## src/rtl/serial_adder_if.sv

```systemverilog
// serial_adder_if: operand/result bundle for serial_adder.
//   master : drives START/SUB/CIN/A/B, observes BUSY/DONE/SUM/COUT/OVF
//   slave  : the adder side of the same signals
interface serial_adder_if #(
    parameter int WIDTH = 8
);
    logic             START;
    logic             SUB;
    logic             CIN;
    logic [WIDTH-1:0] A;
    logic [WIDTH-1:0] B;
    logic             BUSY;
    logic             DONE;
    logic [WIDTH-1:0] SUM;
    logic             COUT;
    logic             OVF;

    modport master (
        output START, SUB, CIN, A, B,
        input  BUSY, DONE, SUM, COUT, OVF
    );

    modport slave (
        input  START, SUB, CIN, A, B,
        output BUSY, DONE, SUM, COUT, OVF
    );
endinterface

```

## src/rtl/serial_adder.sv

```systemverilog
// serial_adder: digit-serial add/subtract, DIGIT bits per clock, LSB first.
//   CLK, RST_N : clock, asynchronous active-low reset
//   bus.START  : capture operands and begin (honoured in IDLE or DONE)
//   bus.SUB    : 0 = A+B+CIN, 1 = A-B
//   bus.CIN    : carry-in, add mode only
//   bus.A/B    : operands
//   bus.BUSY   : operation in progress
//   bus.DONE   : one-cycle result-valid pulse
//   bus.SUM/COUT/OVF : registered result, updated only when entering DONE
module serial_adder #(
    parameter int WIDTH = 8,
    parameter int DIGIT = 1
) (
    input  logic          CLK,
    input  logic          RST_N,
    serial_adder_if.slave bus
);
    localparam int N  = WIDTH / DIGIT;
    localparam int CW = (N > 1) ? $clog2(N) : 1;

    generate
        if (DIGIT < 1 || WIDTH < 2 || (WIDTH % DIGIT) != 0) begin : g_bad_params
            $error("serial_adder: WIDTH must be >= 2 and a multiple of DIGIT");
        end
    endgenerate

    typedef enum logic [1:0] {S_IDLE, S_RUN, S_DONE} state_t;

    state_t           state_q, state_d;
    logic [WIDTH-1:0] a_q, a_d, b_q, b_d;
    logic [WIDTH-1:0] acc_q, acc_d;
    logic [WIDTH-1:0] sum_q, sum_d;
    logic             carry_q, carry_d;
    logic             cout_q, cout_d;
    logic             ovf_q, ovf_d;
    logic [CW-1:0]    cnt_q, cnt_d;

    // Ripple slice over the low DIGIT bits of the shifting operands.
    // c[DIGIT-1] is the carry into the slice MSB, which on the final slice
    // is the carry into the word MSB and feeds the overflow flag.
    logic [DIGIT:0]   c;
    logic [DIGIT-1:0] slice;
    logic [WIDTH-1:0] slice_ext;

    always_comb begin
        c         = '0;
        slice     = '0;
        slice_ext = '0;
        c[0]      = carry_q;
        for (int i = 0; i < DIGIT; i++) begin
            slice[i] = a_q[i] ^ b_q[i] ^ c[i];
            c[i+1]   = (a_q[i] & b_q[i]) | (c[i] & (a_q[i] ^ b_q[i]));
        end
        slice_ext[DIGIT-1:0] = slice;
    end

    always_comb begin
        state_d = state_q;
        a_d     = a_q;
        b_d     = b_q;
        acc_d   = acc_q;
        sum_d   = sum_q;
        carry_d = carry_q;
        cout_d  = cout_q;
        ovf_d   = ovf_q;
        cnt_d   = cnt_q;
        case (state_q)
            S_IDLE, S_DONE: begin
                state_d = S_IDLE;
                if (bus.START) begin
                    state_d = S_RUN;
                    a_d     = bus.A;
                    // subtraction is A + ~B + 1
                    b_d     = bus.SUB ? ~bus.B : bus.B;
                    carry_d = bus.SUB ? 1'b1 : bus.CIN;
                    acc_d   = '0;
                    cnt_d   = '0;
                end
            end
            S_RUN: begin
                a_d     = a_q >> DIGIT;
                b_d     = b_q >> DIGIT;
                carry_d = c[DIGIT];
                // result slices enter at the top and walk down to bit 0
                acc_d   = (acc_q >> DIGIT) | (slice_ext << (WIDTH - DIGIT));
                cnt_d   = cnt_q + CW'(1);
                if (cnt_q == CW'(N - 1)) begin
                    state_d = S_DONE;
                    sum_d   = acc_d;
                    cout_d  = c[DIGIT];
                    ovf_d   = c[DIGIT] ^ c[DIGIT-1];
                end
            end
            default: state_d = S_IDLE;
        endcase
    end

    always_ff @(posedge CLK or negedge RST_N) begin
        if (!RST_N) begin
            state_q <= S_IDLE;
            a_q     <= '0;
            b_q     <= '0;
            acc_q   <= '0;
            sum_q   <= '0;
            carry_q <= 1'b0;
            cout_q  <= 1'b0;
            ovf_q   <= 1'b0;
            cnt_q   <= '0;
        end else begin
            state_q <= state_d;
            a_q     <= a_d;
            b_q     <= b_d;
            acc_q   <= acc_d;
            sum_q   <= sum_d;
            carry_q <= carry_d;
            cout_q  <= cout_d;
            ovf_q   <= ovf_d;
            cnt_q   <= cnt_d;
        end
    end

    assign bus.BUSY = (state_q == S_RUN);
    assign bus.DONE = (state_q == S_DONE);
    assign bus.SUM  = sum_q;
    assign bus.COUT = cout_q;
    assign bus.OVF  = ovf_q;
endmodule

```

## src/flat_wrapper.sv

```systemverilog
// flat-port wrapper written by rule: the top's interface ports become plain ports
module serial_adder_flat 
#(
    parameter int WIDTH = 8,
    parameter int DIGIT = 1
)
  (CLK, RST_N, bus_START, bus_SUB, bus_CIN, bus_A, bus_B, bus_BUSY, bus_DONE, bus_SUM, bus_COUT, bus_OVF);
  serial_adder_if #(.WIDTH(WIDTH)) bus_i ();
  input  logic CLK;
  input  logic RST_N;
  input wire logic [$bits(bus_i.START)-1:0] bus_START;
  input wire logic [$bits(bus_i.SUB)-1:0] bus_SUB;
  input wire logic [$bits(bus_i.CIN)-1:0] bus_CIN;
  input wire logic [$bits(bus_i.A)-1:0] bus_A;
  input wire logic [$bits(bus_i.B)-1:0] bus_B;
  output wire logic [$bits(bus_i.BUSY)-1:0] bus_BUSY;
  output wire logic [$bits(bus_i.DONE)-1:0] bus_DONE;
  output wire logic [$bits(bus_i.SUM)-1:0] bus_SUM;
  output wire logic [$bits(bus_i.COUT)-1:0] bus_COUT;
  output wire logic [$bits(bus_i.OVF)-1:0] bus_OVF;
  assign bus_i.START = bus_START;
  assign bus_i.SUB = bus_SUB;
  assign bus_i.CIN = bus_CIN;
  assign bus_i.A = bus_A;
  assign bus_i.B = bus_B;
  assign bus_BUSY = bus_i.BUSY;
  assign bus_DONE = bus_i.DONE;
  assign bus_SUM = bus_i.SUM;
  assign bus_COUT = bus_i.COUT;
  assign bus_OVF = bus_i.OVF;
  serial_adder #(.WIDTH(WIDTH), .DIGIT(DIGIT)) u_core (.CLK(CLK), .RST_N(RST_N), .bus(bus_i));
endmodule
```

## config.mk

```make
export PLATFORM = sky130hd
export DESIGN_NAME = serial_adder_flat
export DESIGN_NICKNAME = d
export VERILOG_FILES = /design/src/rtl/serial_adder_if.sv /design/src/rtl/serial_adder.sv /design/src/flat_wrapper.sv
export SDC_FILE = /design/constraint.sdc
export NUM_CORES = 1
export LEC_CHECK = 0
export ABC_AREA = 1
export BUFFER_PORTS_ARGS = -buffer_cell sky130_fd_sc_hd__buf_2
export CORE_MARGIN = 5
export CORE_UTILIZATION = 40
export DETAILED_ROUTE_END_ITERATION = 7
export SYNTH_ARGS = -nofsm -noshare
export SYNTH_HDL_FRONTEND = slang
export SYNTH_SLANG_ARGS = --single-unit
```

## constraint.sdc

```tcl
create_clock -name CLK -period 1.2 [get_ports CLK]
set_input_delay 0.06 -clock CLK [delete_from_list [all_inputs] [get_ports CLK]]
set_output_delay 0.06 -clock CLK [all_outputs]
set_load 0.05 [all_outputs]
```

# [After elaboration in Yosys (flattened, before gate mapping)]
# Cells that the tools add are included.
[word_totals] regBits=40 latchBits=0 ram_bits=0 mem_bits_ro=0 input_bits=21 out_inout_bits=12 elab_cells=43 memories=0
[op_classes] addsub=1 n_mul=0 div_mod_pow=0 order_cmp=0 n_eq_ne=5 shift=0 muxes=15 bitwise=8 n_reduce_logical=5
[ops] op="$pmux W8 S2" count=3
[ops] op="$mux W8" count=4
[ops] op="$not A8 Y8" count=1
[ops] op="$or A7 B8 Y8" count=1
[ops] op="$pmux W3 S2" count=1
[ops] op="$pmux W2 S2" count=1
[ops] op="$reduce_and A2 Y1" count=2
[ops] op="$add A3 B1 Y3 const B" count=1
[ops] op="$eq A3 B3 Y1 const B" count=1
[ops] op="$mux W1" count=3
[ops] op="$mux W3" count=1
[ops] op="$xor A1 B1 Y1" count=3
[ops] op="$and A1 B1 Y1" count=2
[ops] op="$eq A2 B1 Y1 const B" count=1
[ops] op="$eq A2 B2 Y1 const B" count=1
[ops] op="$logic_not A2 Y1" count=1
[ops] op="$mux W2" count=1
[ops] op="$ne A2 B1 Y1 const B" count=1
[ops] op="$ne A2 B2 Y1 const B" count=1
[ops] op="$pmux W1 S2" count=1
[ops] op="$reduce_bool A2 Y1" count=1
[ops] op="$reduce_or A2 Y1" count=1
[ops] op="$or A1 B1 Y1" count=1

# [Longest topological paths before layout]
# Gate-level depths: netlist of run 1.
[depth] word_depth=4 depth_mapped=7 depth_no_buf=6

# [Least setup slack after synthesis of run 1]
# OpenSTA, ideal clock, no wires.
[synth_timing] path_kind="flip-flop to output port" start="register u_core.state_q[0]" end="output bus_DONE" arrival_time_ps=1184 required_time_ps=1140 path_slack_ps=-44 stages_incl_launch_ff=3 n_path_buf=1 cell_sequence="dfrtp_1 > buf_6 > nor2_1"
[synth_between] elab_chain_cells=1
[synth_lines] item="start: declaration" line_no="serial_adder.sv:29" rtl="state_t state_q, state_d;"
[synth_lines] item="start signal: assignment" line_no="serial_adder.sv:110" rtl="state_q <= state_d;"
[synth_lines] item="$eq A2 B2 Y1" line_no="serial_adder.sv:123" rtl="assign bus.DONE = (state_q == S_DONE);"
[synth_lines] item="end: declaration" line_no="flat_wrapper.sv:17" rtl="output wire logic [$bits(bus_i.DONE)-1:0] bus_DONE;"
# No other way between the ends.

# [Worst setup path in the final report of run 1]
# Ends and elaborated chain as after synthesis.

==> results of run 1 <==
repair_timing:
action	CTS	global route
setup buffers	5	8
endpoints found under the hold margin	16	0
hold buffers	2	0
setup endpoints to repair	12	39
resized for setup	19	26
pin swaps	3	4
cloned	0	1
layer usage:
layer,share of wire,routed length [um],up-vias
li1,-,-,821
met1,0.46,1860,731
met2,0.48,1930,27
met3,0.042,170,6
met4,0.015,61,0
met5,0,0,-
kinds of logic (layout without fill, tap and decap cells):
family,after synthesis,count (layout),share of synthesized area
flip-flops,39,39,0.529
adder cells (fa/ha/maj),3,3,0.0244
AO/OA/AOI/OAI,3,3,0.00813
XOR/XNOR,2,2,0.00949
AND/OR/NAND/NOR,152,152,0.351
buffers and inverters,28,89,0.0786
state kept, by name, indices dropped and copies added, names as in the netlist:
name	count
u_core.cnt_q	3
u_core.carry_q	1
u_core.bus.COUT	1
u_core.b_q	8
u_core.state_q	2
u_core.bus.SUM	8
u_core.bus.OVF	1
u_core.a_q	8
u_core.acc_q	7
worst max path at each step:
stage	from	to	cells past startpoint
after floorplan	u_core.carry_q	u_core.bus.OVF	4
after global placement	u_core.carry_q	u_core.bus.OVF	4
after detailed placement	u_core.cnt_q[0]	u_core.bus.SUM[6]	6
after CTS	u_core.state_q[0]	bus_DONE	4
after global routing	u_core.state_q[1]	bus_DONE	4
final	u_core.state_q[0]	bus_DONE	4
cell usage after synthesis, drive strengths merged:
library cell  number  area, um2
fa                 1       20.0
nor2               5       28.8
a21oi              1       5.00
ha                 2       25.0
o21ai              2       10.0
nand2            110        433
nand3             37        185
xor2               2       17.5
inv               20       75.1
dfrtp             39        976
buf                8       70.1
through the flow:
| step | cells | area [um2] | setup WS [ps] |
|---|---|---|---|
| after floorplan | 227 | 1850 | 23.4 |
| after global placement | 318 | 2160 | 21.9 |
| after detailed placement | 318 | 2160 | -8.87 |
| after CTS | 332 | 2390 | -32.5 |
| after global routing | 340 | 2530 | -67.0 |
| final | 340 | 2530 | -20.2 |
worst max-delay path, delay by kind of cell (launching register included):
kind	cells	cell delay, ps
buffers and inverters	3	390
AND/OR/NAND/NOR	1	80
flip-flops	1	400
power by group through the flow:
| stage | sequential, mW | clock, mW | combinational (mW) |
|---|---|---|---|
| floorplan | 2.77 | 0 | 1.68 |
| global placement | 2.26 | 0 | 3.09 |
| detailed placement | 2.27 | 0 | 3.13 |
| CTS | 2.27 | 0.909 | 3.48 |
| global route | 2.38 | 0.963 | 4.16 |
| finish | 2.29 | 0.880 | 3.74 |
final cells by class:
type                       instances  share of cell area
multi-input combinational        160               0.328
inverter                          20              0.0307
clock buffer                       6              0.0327
sequential                        39               0.386
tap                               52              0.0257
clock inverter                     1             0.00198
timing repair buffer              62               0.195
==> qor.txt, run 1 <==
RUN STATUS
-------------------------------------------------------------------------------------
Outcome ................................................................ finished with violations
Failing checks ......................................................... negative setup slack

ROUTE
-------------------------------------------------------------------------------------
First-pass iteration count of the detailed router ......................            4
Number of remaining DRC errors .........................................            0
Vias ...................................................................         1585
Post-route antenna net violation count .................................            0
Vias per Instance ......................................................         4.66
Count of routing violations after the opening detailed-route iteration .           56
Wire length per cell after detailed routing ............................      11.8 um
Routed Wire Length .....................................................      4020 um

FINISH
-------------------------------------------------------------------------------------
Filler cell count ......................................................          414
Most common cell after layout, fill and taps aside ..................... sky130_fd_sc_hd__nand2_1
Layout net count .......................................................          312
Area of the multi-input gates ..........................................      828 um2
Number of antenna repair diodes ........................................            0
Final Util .............................................................        0.573
Share of post-route cells with drive strength above 1 ..................        0.337
Signed area change from the synthesized netlist to the final layout ....        37.0%
Storage cell area ......................................................      976 um2
Commonest non-fill, non-tap cells in the layout ........................ sky130_fd_sc_hd__nand2_1, sky130_fd_sc_hd__dfrtp_1, sky130_fd_sc_hd__nand3_1

FLOORPLANNING
-------------------------------------------------------------------------------------
Die extent in x ........................................................      77.9 um
Total number of placement rows .........................................           24
Die footprint ..........................................................     6070 um2
Starting Density .......................................................        0.418
Y dimension of the die .................................................      77.9 um
Core box area ..........................................................     4410 um2
Io pins ................................................................           33

CLOCKING
-------------------------------------------------------------------------------------
Clock-pin slew on the worst setup and hold paths .......................        70 ps
Number of buffers created by CTS .......................................            5
CTS Root Buffer Type ................................................... sky130_fd_sc_hd__clkbuf_8
Worst skew pair latency ................................................       290 ps
Level count of the clock H-tree ........................................            2
Clock Sink Count .......................................................           39
Deepest clock path buffer count ........................................            2
CTS tree ...............................................................          yes

HOLD PATH
-------------------------------------------------------------------------------------
Worst min-delay path startpoint ........................................     bus_B[7]
Worst min path class ...................................................    in -> reg
End of the worst hold path ............................................. u_core.b_q[7]
Cell count of the worst hold path ......................................            4

GRT
-------------------------------------------------------------------------------------
GRT Resource Usage Total ...............................................        0.143
Initial antenna violation count ........................................            0
Met2 usage .............................................................        0.226
Number of global-route vias before repair ..............................         1491
Global-route wire length before repair .................................      6990 um
Met1 usage in global routing ...........................................        0.187
Highest-utilization routing layer at the global route stage ............         met2
Grt ovf ................................................................            0
Largest net degree at the start of global routing ......................           25
GR Layer Usage met3 ....................................................       0.0289

STA
-------------------------------------------------------------------------------------
Count of final setup violators .........................................            2
Post-route worst hold slack ............................................      29.1 ps
Hold Vio Cnt, Final ....................................................            0
Clock Skews ............................................................      4.83 ps
Setup TNS ..............................................................     -26.2 ps
Setup repair after global routing missed its margin ....................         true
Final Slew Violations ..................................................            0
Post-route worst setup slack ...........................................     -20.2 ps
Min Clock Period, post-route ...........................................      1220 ps
Worst slew pin tran ....................................................       407 ps
Slew margin rel. .......................................................        0.729
Share of the clock period used by the worst path .......................         1.02
Maximum clock rate .....................................................      820 MHz

SETUP PATH
-------------------------------------------------------------------------------------
Logic depth of the worst register-to-register path .....................            4
Arrival time at the worst endpoint .....................................      1160 ps
Crit Path Max Fanout ...................................................            2
Type of element capturing the critical path ............................   output pin
Crit-path cells ........................................................ buf_6 -> buf_6 -> nor2_4 -> buf_8
Setup crit start kind ..................................................    flip-flop
Kind of critical path ..................................................   reg -> out
Crit Reg-Reg Endpoint .................................................. u_core.bus.OVF
Most used cell along the critical path ................................. sky130_fd_sc_hd__buf_6
Required time of the worst setup path ..................................      1140 ps
Slack of the worst reg-to-reg path .....................................       -10 ps
Cell at the slowest stage of the critical path ......................... sky130_fd_sc_hd__dfrtp_1
Worst reg2reg path startpoint .......................................... u_core.a_q[0]
Maximum cell stage delay along the critical path .......................       400 ps

SYNTH
-------------------------------------------------------------------------------------
Synthesized instance count .............................................          227
Netlist area before placement ..........................................     1850 um2
Part of the Yosys area used for sequential elements ....................        0.529
Count of synthesis-stage warnings from yosys ...........................            0
Count of state elements after synthesis ................................           39
Yosys cell types .......................................................           18
Net count after synthesis ..............................................          251
Post-synthesis average cell area .......................................     8.13 um2

RUN
-------------------------------------------------------------------------------------
Max-cap violations .....................................................            0

PWR
-------------------------------------------------------------------------------------
Worst IR Drop VDD ......................................................     0.926 mV
Relative contribution of sequential cells to total power ...............        0.332
Power Dens Cells .......................................................  2740 nW/um2
Power Internal .........................................................      3.94 mW
Net switching power figure .............................................      2.98 mW
Power, Total ...........................................................      6.92 mW
Gate power share .......................................................        0.541
LEAKAGE ................................................................      1.40 nW
Share of total power in the clock network ..............................        0.127
Sw Ratio ...............................................................        0.430

PLACEMENT
-------------------------------------------------------------------------------------
IO buf count ...........................................................           32
Half-perimeter wire length after detailed placement ....................      2650 um
GP Congestion ..........................................................        0.756

Note: power is estimated with default switching activity, not from simulation.
==> run 2: changes to the inputs <==
ABC_AREA = unset   (was 1)
CORE_MARGIN = unset   (was 5)
==> run 2 against run 1 <==
The run still ends with negative setup slack left. Cell area decreased by 7.1%. Maximum frequency decreased by 16%. Die area decreased by 27%. Sequential share of layout area increased by 2.9 points. Total power increased by 2.3%. Utilization increased by 1.5 points. Largest power group unchanged.
==> qor.txt, run 2 <==
STA
-------------------------------------------------------------------------------------
Hold Vio Cnt, Final ....................................................            0   unchanged
Post-route worst setup slack ...........................................      -258 ps   -238 ps
Clock Skews ............................................................      3.49 ps   -1.34 ps
Setup repair after global routing missed its margin ....................         true
Maximum clock rate .....................................................      686 MHz   -16%
Slew margin rel. .......................................................        0.705   -0.0244
Final Slew Violations ..................................................            0   unchanged
Min Clock Period, post-route ...........................................      1460 ps   +238 ps
Share of the clock period used by the worst path .......................         1.22   +0.198
Worst slew pin tran ....................................................       443 ps   +36.6 ps
Count of final setup violators .........................................           39   +37

HOLD PATH
-------------------------------------------------------------------------------------
Worst min path class ...................................................    in -> reg
Cell count of the worst hold path ......................................            3   -1
Worst min-delay path startpoint ........................................     bus_A[5]

FLOORPLANNING
-------------------------------------------------------------------------------------
Total number of placement rows .........................................           23   -4.2%
Io pins ................................................................           33   unchanged
Core box area ..........................................................     4000 um2   -9.4%
Starting Density .......................................................        0.416   -0.00207
Die extent in x ........................................................      66.5 um   -15%
Die footprint ..........................................................     4420 um2   -27%
Y dimension of the die .................................................      66.5 um   -15%

RUN STATUS
-------------------------------------------------------------------------------------
Failing checks ......................................................... negative setup slack
Outcome ................................................................ finished with violations

FINISH
-------------------------------------------------------------------------------------
Signed area change from the synthesized netlist to the final layout ....        41.2%
Commonest non-fill, non-tap cells in the layout ........................ sky130_fd_sc_hd__dfrtp_1, sky130_fd_sc_hd__buf_2, sky130_fd_sc_hd__a22o_1
Filler-free cell count of the finished design ..........................          233   -31%
Area of all placed cells without fillers ...............................     2350 um2   -7.1%
Share of post-route cells with drive strength above 1 ..................        0.454   +0.117
Number of antenna repair diodes ........................................            0   unchanged
Most common cell after layout, fill and taps aside ..................... sky130_fd_sc_hd__dfrtp_1
Filler cell count ......................................................          327   -21%
Layout net count .......................................................          206   -34%

PLACEMENT
-------------------------------------------------------------------------------------
Placed Cells ...........................................................          207   -35%
Cell area reported after detailed placement ............................     1970 um2   -8.8%
Half-perimeter wire length after detailed placement ....................      2100 um   -21%
IO buf count ...........................................................           32   unchanged
GP Congestion ..........................................................        0.720   -4.8%

SETUP PATH
-------------------------------------------------------------------------------------
Arrival time at the worst endpoint .....................................      1630 ps   +470 ps
Setup crit start kind ..................................................    flip-flop
Origin of the worst setup path ......................................... u_core.cnt_q[1]
Crit Path Max Fanout ...................................................           11   +9
Kind of critical path ..................................................   reg -> reg
Required time of the worst setup path ..................................      1380 ps   +240 ps
Crit-path cells ........................................................ ha_2 -> ha_4 -> nand3b_1 -> buf_12 -> mux2_4
Cell at the slowest stage of the critical path ......................... sky130_fd_sc_hd__dfrtp_1
Maximum cell stage delay along the critical path .......................       390 ps   about the same
Type of element capturing the critical path ............................    flip-flop
Worst reg2reg path startpoint .......................................... u_core.cnt_q[1]
Logic depth of the worst register-to-register path .....................            5   +1

PWR
-------------------------------------------------------------------------------------
LEAKAGE ................................................................      1.21 nW   -13%
Worst IR Drop VDD ......................................................     0.914 mV   -1.4%
Power Dens Cells .......................................................  3010 nW/um2   +10%

SYNTH
-------------------------------------------------------------------------------------
Leading cell types by total area after synthesis ....................... sky130_fd_sc_hd__dfrtp_1, sky130_fd_sc_hd__a22o_1, sky130_fd_sc_hd__mux2_2
Synthesized instance count .............................................          123   -46%
Count of state elements after synthesis ................................           39   unchanged
Part of the Yosys area used for sequential elements ....................        0.586   +0.0577
Area share of the largest cell type after synthesis ....................        0.586   +0.0577
Netlist area before placement ..........................................     1660 um2   -9.8%
Post-synthesis async set-or-reset flop share ...........................         1.00   unchanged
Most common cell in the netlist ........................................ sky130_fd_sc_hd__dfrtp_1
EDFF count, synth ......................................................            0   unchanged
Post-synthesis average cell area .......................................     13.5 um2   +66%
Count of synthesis-stage warnings from yosys ...........................            0   unchanged
Leading area contributor after synthesis ............................... sky130_fd_sc_hd__dfrtp_1
Net count after synthesis ..............................................          147   -41%
Top cells by count, synth .............................................. sky130_fd_sc_hd__dfrtp_1, sky130_fd_sc_hd__a22o_1, sky130_fd_sc_hd__mux2_2
Commonest register cell after synthesis ................................ sky130_fd_sc_hd__dfrtp_1
Yosys cell types .......................................................           23   +5

CLOCKING
-------------------------------------------------------------------------------------
Deepest clock path buffer count ........................................            2   unchanged
Clock Sink Count .......................................................           39   unchanged
Worst skew pair latency ................................................       290 ps   about the same
Number of buffers created by CTS .......................................            5   unchanged
Clock-pin slew on the worst setup and hold paths .......................        70 ps   about the same
CTS Root Buffer Type ................................................... sky130_fd_sc_hd__clkbuf_8
CTS tree ...............................................................          yes
Level count of the clock H-tree ........................................            2   unchanged

ROUTE
-------------------------------------------------------------------------------------
Vias per Instance ......................................................         5.05   +8.3%
Count of routing violations after the opening detailed-route iteration .           60   +7.1%
First-pass iteration count of the detailed router ......................            4   unchanged
Number of remaining DRC errors .........................................            0   unchanged
Vias ...................................................................         1176   -26%
Routed Wire Length .....................................................      3370 um   -16%
Post-route antenna net violation count .................................            0   unchanged
Wire length per cell after detailed routing ............................      14.5 um   +22%

GRT
-------------------------------------------------------------------------------------
Initial antenna violation count ........................................            0   unchanged
Global-route wire length before repair .................................      5570 um   -20%
Largest net degree at the start of global routing ......................           22   -12%
Grt ovf ................................................................            0   unchanged
GRT Resource Usage Total ...............................................        0.176   +0.0325
Number of global-route vias before repair ..............................         1166   -22%

RUN
-------------------------------------------------------------------------------------
Max-cap violations .....................................................            0   unchanged

## run 2: critical path, delay by kind of cell, from the launching register on
family,cells,cell delay [ps]
AND/OR/NAND/NOR,1,140
multiplexers,1,300
adder cells (fa/ha/maj),2,350
flip-flops,1,390
buffers and inverters,1,170
## run 2: logic make-up after synthesis
family          synth area share
xor+xnor                  0.0474
buf+inv                   0.0398
mux                       0.0677
simple gates              0.0511
fa+ha+maj                 0.0271
compound gates             0.180
flops                      0.586
## run 2: layout make-up
type	instances	area (um2)	area share
Sequential cell	39	976	0.415
Inverter	2	7.51	0.00319
Timing Repair Buffer	59	474	0.202
Multi-Input combinational cell	75	712	0.303
Tap cell	50	62.6	0.0266
Clock buffer	6	82.6	0.0351
Clock inverter	2	35.0	0.0149
## run 2: worst paths after layout
path	end	slack, ps
max in group asynchronous	u_core.a_q[4]	500
min in group asynchronous	u_core.acc_q[1]	240
min	u_core.a_q[5]	60
max	u_core.bus.SUM[2]	-260
max reg2reg	u_core.bus.SUM[2]	-260
min reg2reg	u_core.a_q[5]	490
## run 2: routing by layer
| metal | GRT usage | share of wire | routed length, um |
|---|---|---|---|
| met4 | 0.0638 | 0.0050 | 17 |
| met2 | 0.267 | 0.48 | 1630 |
| met1 | 0.231 | 0.47 | 1600 |
| met5 | 0 | 0 | 0 |
| met3 | 0.0616 | 0.039 | 130 |
## run 2: report_power, final
part	internal, mW	switching [mW]	leakage [nW]
Clock	0.673	0.459	0.0612
Combinational	1.91	1.75	0.659
Sequential	1.91	0.375	0.492
## run 2: through the flow
stage | utilization | total power [mW] | worst slack [ps] | hold slack, ps | TNS [ps]
floorplan | - | 4.49 | -213 | -236 | -1990
global placement | 0.492 | 4.99 | -251 | 17.5 | -5490
detailed placement | 0.492 | 5.10 | -286 | 28.6 | -6870
CTS | 0.579 | 6.96 | -267 | 59.1 | -4090
global route | 0.587 | 7.52 | -325 | 53.0 | -6590
finish | 0.587 | 7.08 | -258 | 64.7 | -4570
## run 2: repair_timing
action / in CTS / in global routing
endpoints found under the hold margin: 19 / 0
pin swaps: 21 / 3
setup endpoints to repair: 39 / 39
gates resized for setup: 24 / 3
gates cloned: 3 / 0
hold buffers: 2 / 0
setup buffers: 10 / 3
==> run 3: changes to the inputs <==
CELL_PAD_IN_SITES_DETAIL_PLACEMENT = 0   (was unset)
CELL_PAD_IN_SITES_GLOBAL_PLACEMENT = 1   (was unset)
GPL_ROUTABILITY_DRIVEN = 0   (was unset)
PLACE_DENSITY_LB_ADDON = 0.1   (was unset)
clock period = 1.7 ns   (was 1.2 ns; I/O delays follow)
==> run 3 against run 2 <==
The run now ends clean. Register-to-register slack better by 450 ps. Maximum frequency down 3.2%. Routed wire length shrank 7.5%. Cell area decreased by 15%. Die area unchanged. Clock power down 48%. Largest cell class unchanged. Largest power group unchanged.
==> qor.txt, run 3 (same netlist as run 2, synthesis figures left out) <==
SETUP PATH
-------------------------------------------------------------------------------------
Kind of critical path ..................................................   reg -> reg
Crit Path Max Fanout ...................................................           12   +1
Setup crit start kind ..................................................    flip-flop
Logic depth of the worst register-to-register path .....................            5   unchanged
Required time of the worst setup path ..................................      1870 ps   +490 ps
Type of element capturing the critical path ............................    flip-flop
Arrival time at the worst endpoint .....................................      1680 ps   +50 ps

CLOCKING
-------------------------------------------------------------------------------------
Level count of the clock H-tree ........................................            2   unchanged
Clock-pin slew on the worst setup and hold paths .......................        70 ps   about the same
Clock Sink Count .......................................................           39   unchanged
Deepest clock path buffer count ........................................            2   unchanged
Worst skew pair latency ................................................       280 ps   about the same
CTS Root Buffer Type ................................................... sky130_fd_sc_hd__clkbuf_8
Setup Fix Bufs, Post-CTS ...............................................            0   -10
CTS tree ...............................................................          yes
Number of buffers created by CTS .......................................            5   unchanged

GRT
-------------------------------------------------------------------------------------
Number of global-route vias before repair ..............................         1101   -5.6%
GRT Resource Usage Total ...............................................        0.163   -0.0130
Global-route wire length before repair .................................      5110 um   -8.2%
Grt ovf ................................................................            0   unchanged
Largest net degree at the start of global routing ......................           40   +82%
Initial antenna violation count ........................................            0   unchanged

STA
-------------------------------------------------------------------------------------
Slew margin rel. .......................................................        0.764   +0.0596
Setup TNS ..............................................................         0 ps   +4570 ps
Min Clock Period, post-route ...........................................      1510 ps   +48.9 ps
Worst slew pin tran ....................................................       354 ps   -89.4 ps
Share of the clock period used by the worst path .......................        0.887   -0.329
Clock Skews ............................................................      4.78 ps   +1.29 ps
Maximum clock rate .....................................................      664 MHz   -3.2%
Post-route worst setup slack ...........................................       193 ps   +451 ps
Setup repair after global routing missed its margin ....................        false
Post-route worst hold slack ............................................      34.1 ps   -30.7 ps
Hold Vio Cnt, Final ....................................................            0   unchanged
Count of final setup violators .........................................            0   -100%
Final Slew Violations ..................................................            0   unchanged

RUN
-------------------------------------------------------------------------------------
Max-cap violations .....................................................            0   unchanged

FLOORPLANNING
-------------------------------------------------------------------------------------
Starting Density .......................................................        0.416   unchanged
Io pins ................................................................           33   unchanged
Die extent in x ........................................................      66.5 um   unchanged
Core box area ..........................................................     4000 um2   unchanged
Y dimension of the die .................................................      66.5 um   unchanged
Die footprint ..........................................................     4420 um2   unchanged
Total number of placement rows .........................................           23   unchanged

FINISH
-------------------------------------------------------------------------------------
Commonest non-fill, non-tap cells in the layout ........................ sky130_fd_sc_hd__dfrtp_1, sky130_fd_sc_hd__buf_2, sky130_fd_sc_hd__a22o_1
Share of post-route cells with drive strength above 1 ..................        0.348   -0.106
Area of all placed cells without fillers ...............................     1990 um2   -15%
Signed area change from the synthesized netlist to the final layout ....        19.5%
Filler cell count ......................................................          378   +16%
Number of antenna repair diodes ........................................            0   unchanged
Filler-free cell count of the finished design ..........................          211   -9.4%
Layout net count .......................................................          184   -11%
Most common cell after layout, fill and taps aside ..................... sky130_fd_sc_hd__dfrtp_1
Final Util .............................................................        0.497   -0.0901

ROUTE
-------------------------------------------------------------------------------------
Vias per Instance ......................................................         5.18   +2.7%
Vias ...................................................................         1094   -7.0%
Number of remaining DRC errors .........................................            0   unchanged
Routed Wire Length .....................................................      3120 um   -7.5%
Wire length per cell after detailed routing ............................      14.8 um   +2.1%
Count of routing violations after the opening detailed-route iteration .           66   +10%
Post-route antenna net violation count .................................            0   unchanged
First-pass iteration count of the detailed router ......................            4   unchanged

PLACEMENT
-------------------------------------------------------------------------------------
Setup Slack @ Placement ................................................       185 ps   +471 ps
Half-perimeter wire length after detailed placement ....................      2140 um   +1.9%
Placed Cells ...........................................................          202   -2.4%
Cell area reported after detailed placement ............................     1900 um2   -3.6%
IO buf count ...........................................................           32   unchanged

RUN STATUS
-------------------------------------------------------------------------------------
Outcome ................................................................ finished, final reports clean

PWR
-------------------------------------------------------------------------------------
Sw Ratio ...............................................................        0.400   +0.0354
Gate power share .......................................................        0.455   -0.062
Power Dens Cells .......................................................  2030 nW/um2   -33%
LEAKAGE ................................................................      1.01 nW   -17%
Power Internal .........................................................      2.42 mW   -46%
Power, Total ...........................................................      4.03 mW   -43%
Net switching power figure .............................................      1.61 mW   -37%
Worst IR Drop VDD ......................................................     0.566 mV   -38%
Relative contribution of sequential cells to total power ...............        0.399   +0.076
Share of total power in the clock network ..............................        0.146   -0.014

HOLD PATH
-------------------------------------------------------------------------------------
Cell count of the worst hold path ......................................            2   -1
Worst min path class ...................................................    in -> reg

[run 3: per-layer routing]
layer  part of all wire  vias to the layer above  global-route usage
met1               0.47                      540               0.201
met5                  0                        -                   0
li1                   -                      517                   -
met4              0.014                        0              0.0718
met3              0.053                        4              0.0548
met2               0.46                       33               0.256
[run 3: cell type report]
type                    instances  area (um2)  area share
well taps                      50        62.6      0.0314
clock inverters                 1        5.00     0.00252
repair buffers                 39         240       0.121
clock buffers                   7        76.3      0.0384
multi-input cells              73         622       0.313
flip-flops and latches         39         976       0.491
inverters                       2        7.51     0.00377
[run 3: worst max-delay path, cell delays in order (launching register included)]
cell                       delay (ps)
sky130_fd_sc_hd__dfrtp_1          390
sky130_fd_sc_hd__ha_1             210
sky130_fd_sc_hd__ha_1             190
sky130_fd_sc_hd__nand3b_1         130
sky130_fd_sc_hd__buf_12           150
sky130_fd_sc_hd__mux2_2           340
[run 3: timing repair]
action,in CTS,in global routing
resized for setup,0,0
hold endpoints to repair,39,0
hold buffers,1,0
[run 3: final timing paths]
check / slack [ps] / to / startpoint
setup / recovery: 190 / u_core.bus.SUM[3] / u_core.cnt_q[0]
hold / removal: 30 / u_core.a_q[7] / bus_A[7]
setup reg to reg: 190 / u_core.bus.SUM[3] / u_core.cnt_q[0]
hold reg to reg: 480 / u_core.a_q[1] / u_core.a_q[1]
max in group asynchronous: 1210 / u_core.cnt_q[0] / RST_N
min in group asynchronous: 300 / u_core.bus.SUM[2] / RST_N
[run 3: power groups by stage]
stage               combinational (mW)  clock, mW  sequential, mW
floorplan                         1.11          0            1.93
global placement                  1.82          0            1.61
detailed placement                1.86          0            1.63
CTS                               1.86      0.615            1.61
global route                      1.99      0.651            1.66
finish                            1.83      0.589            1.61
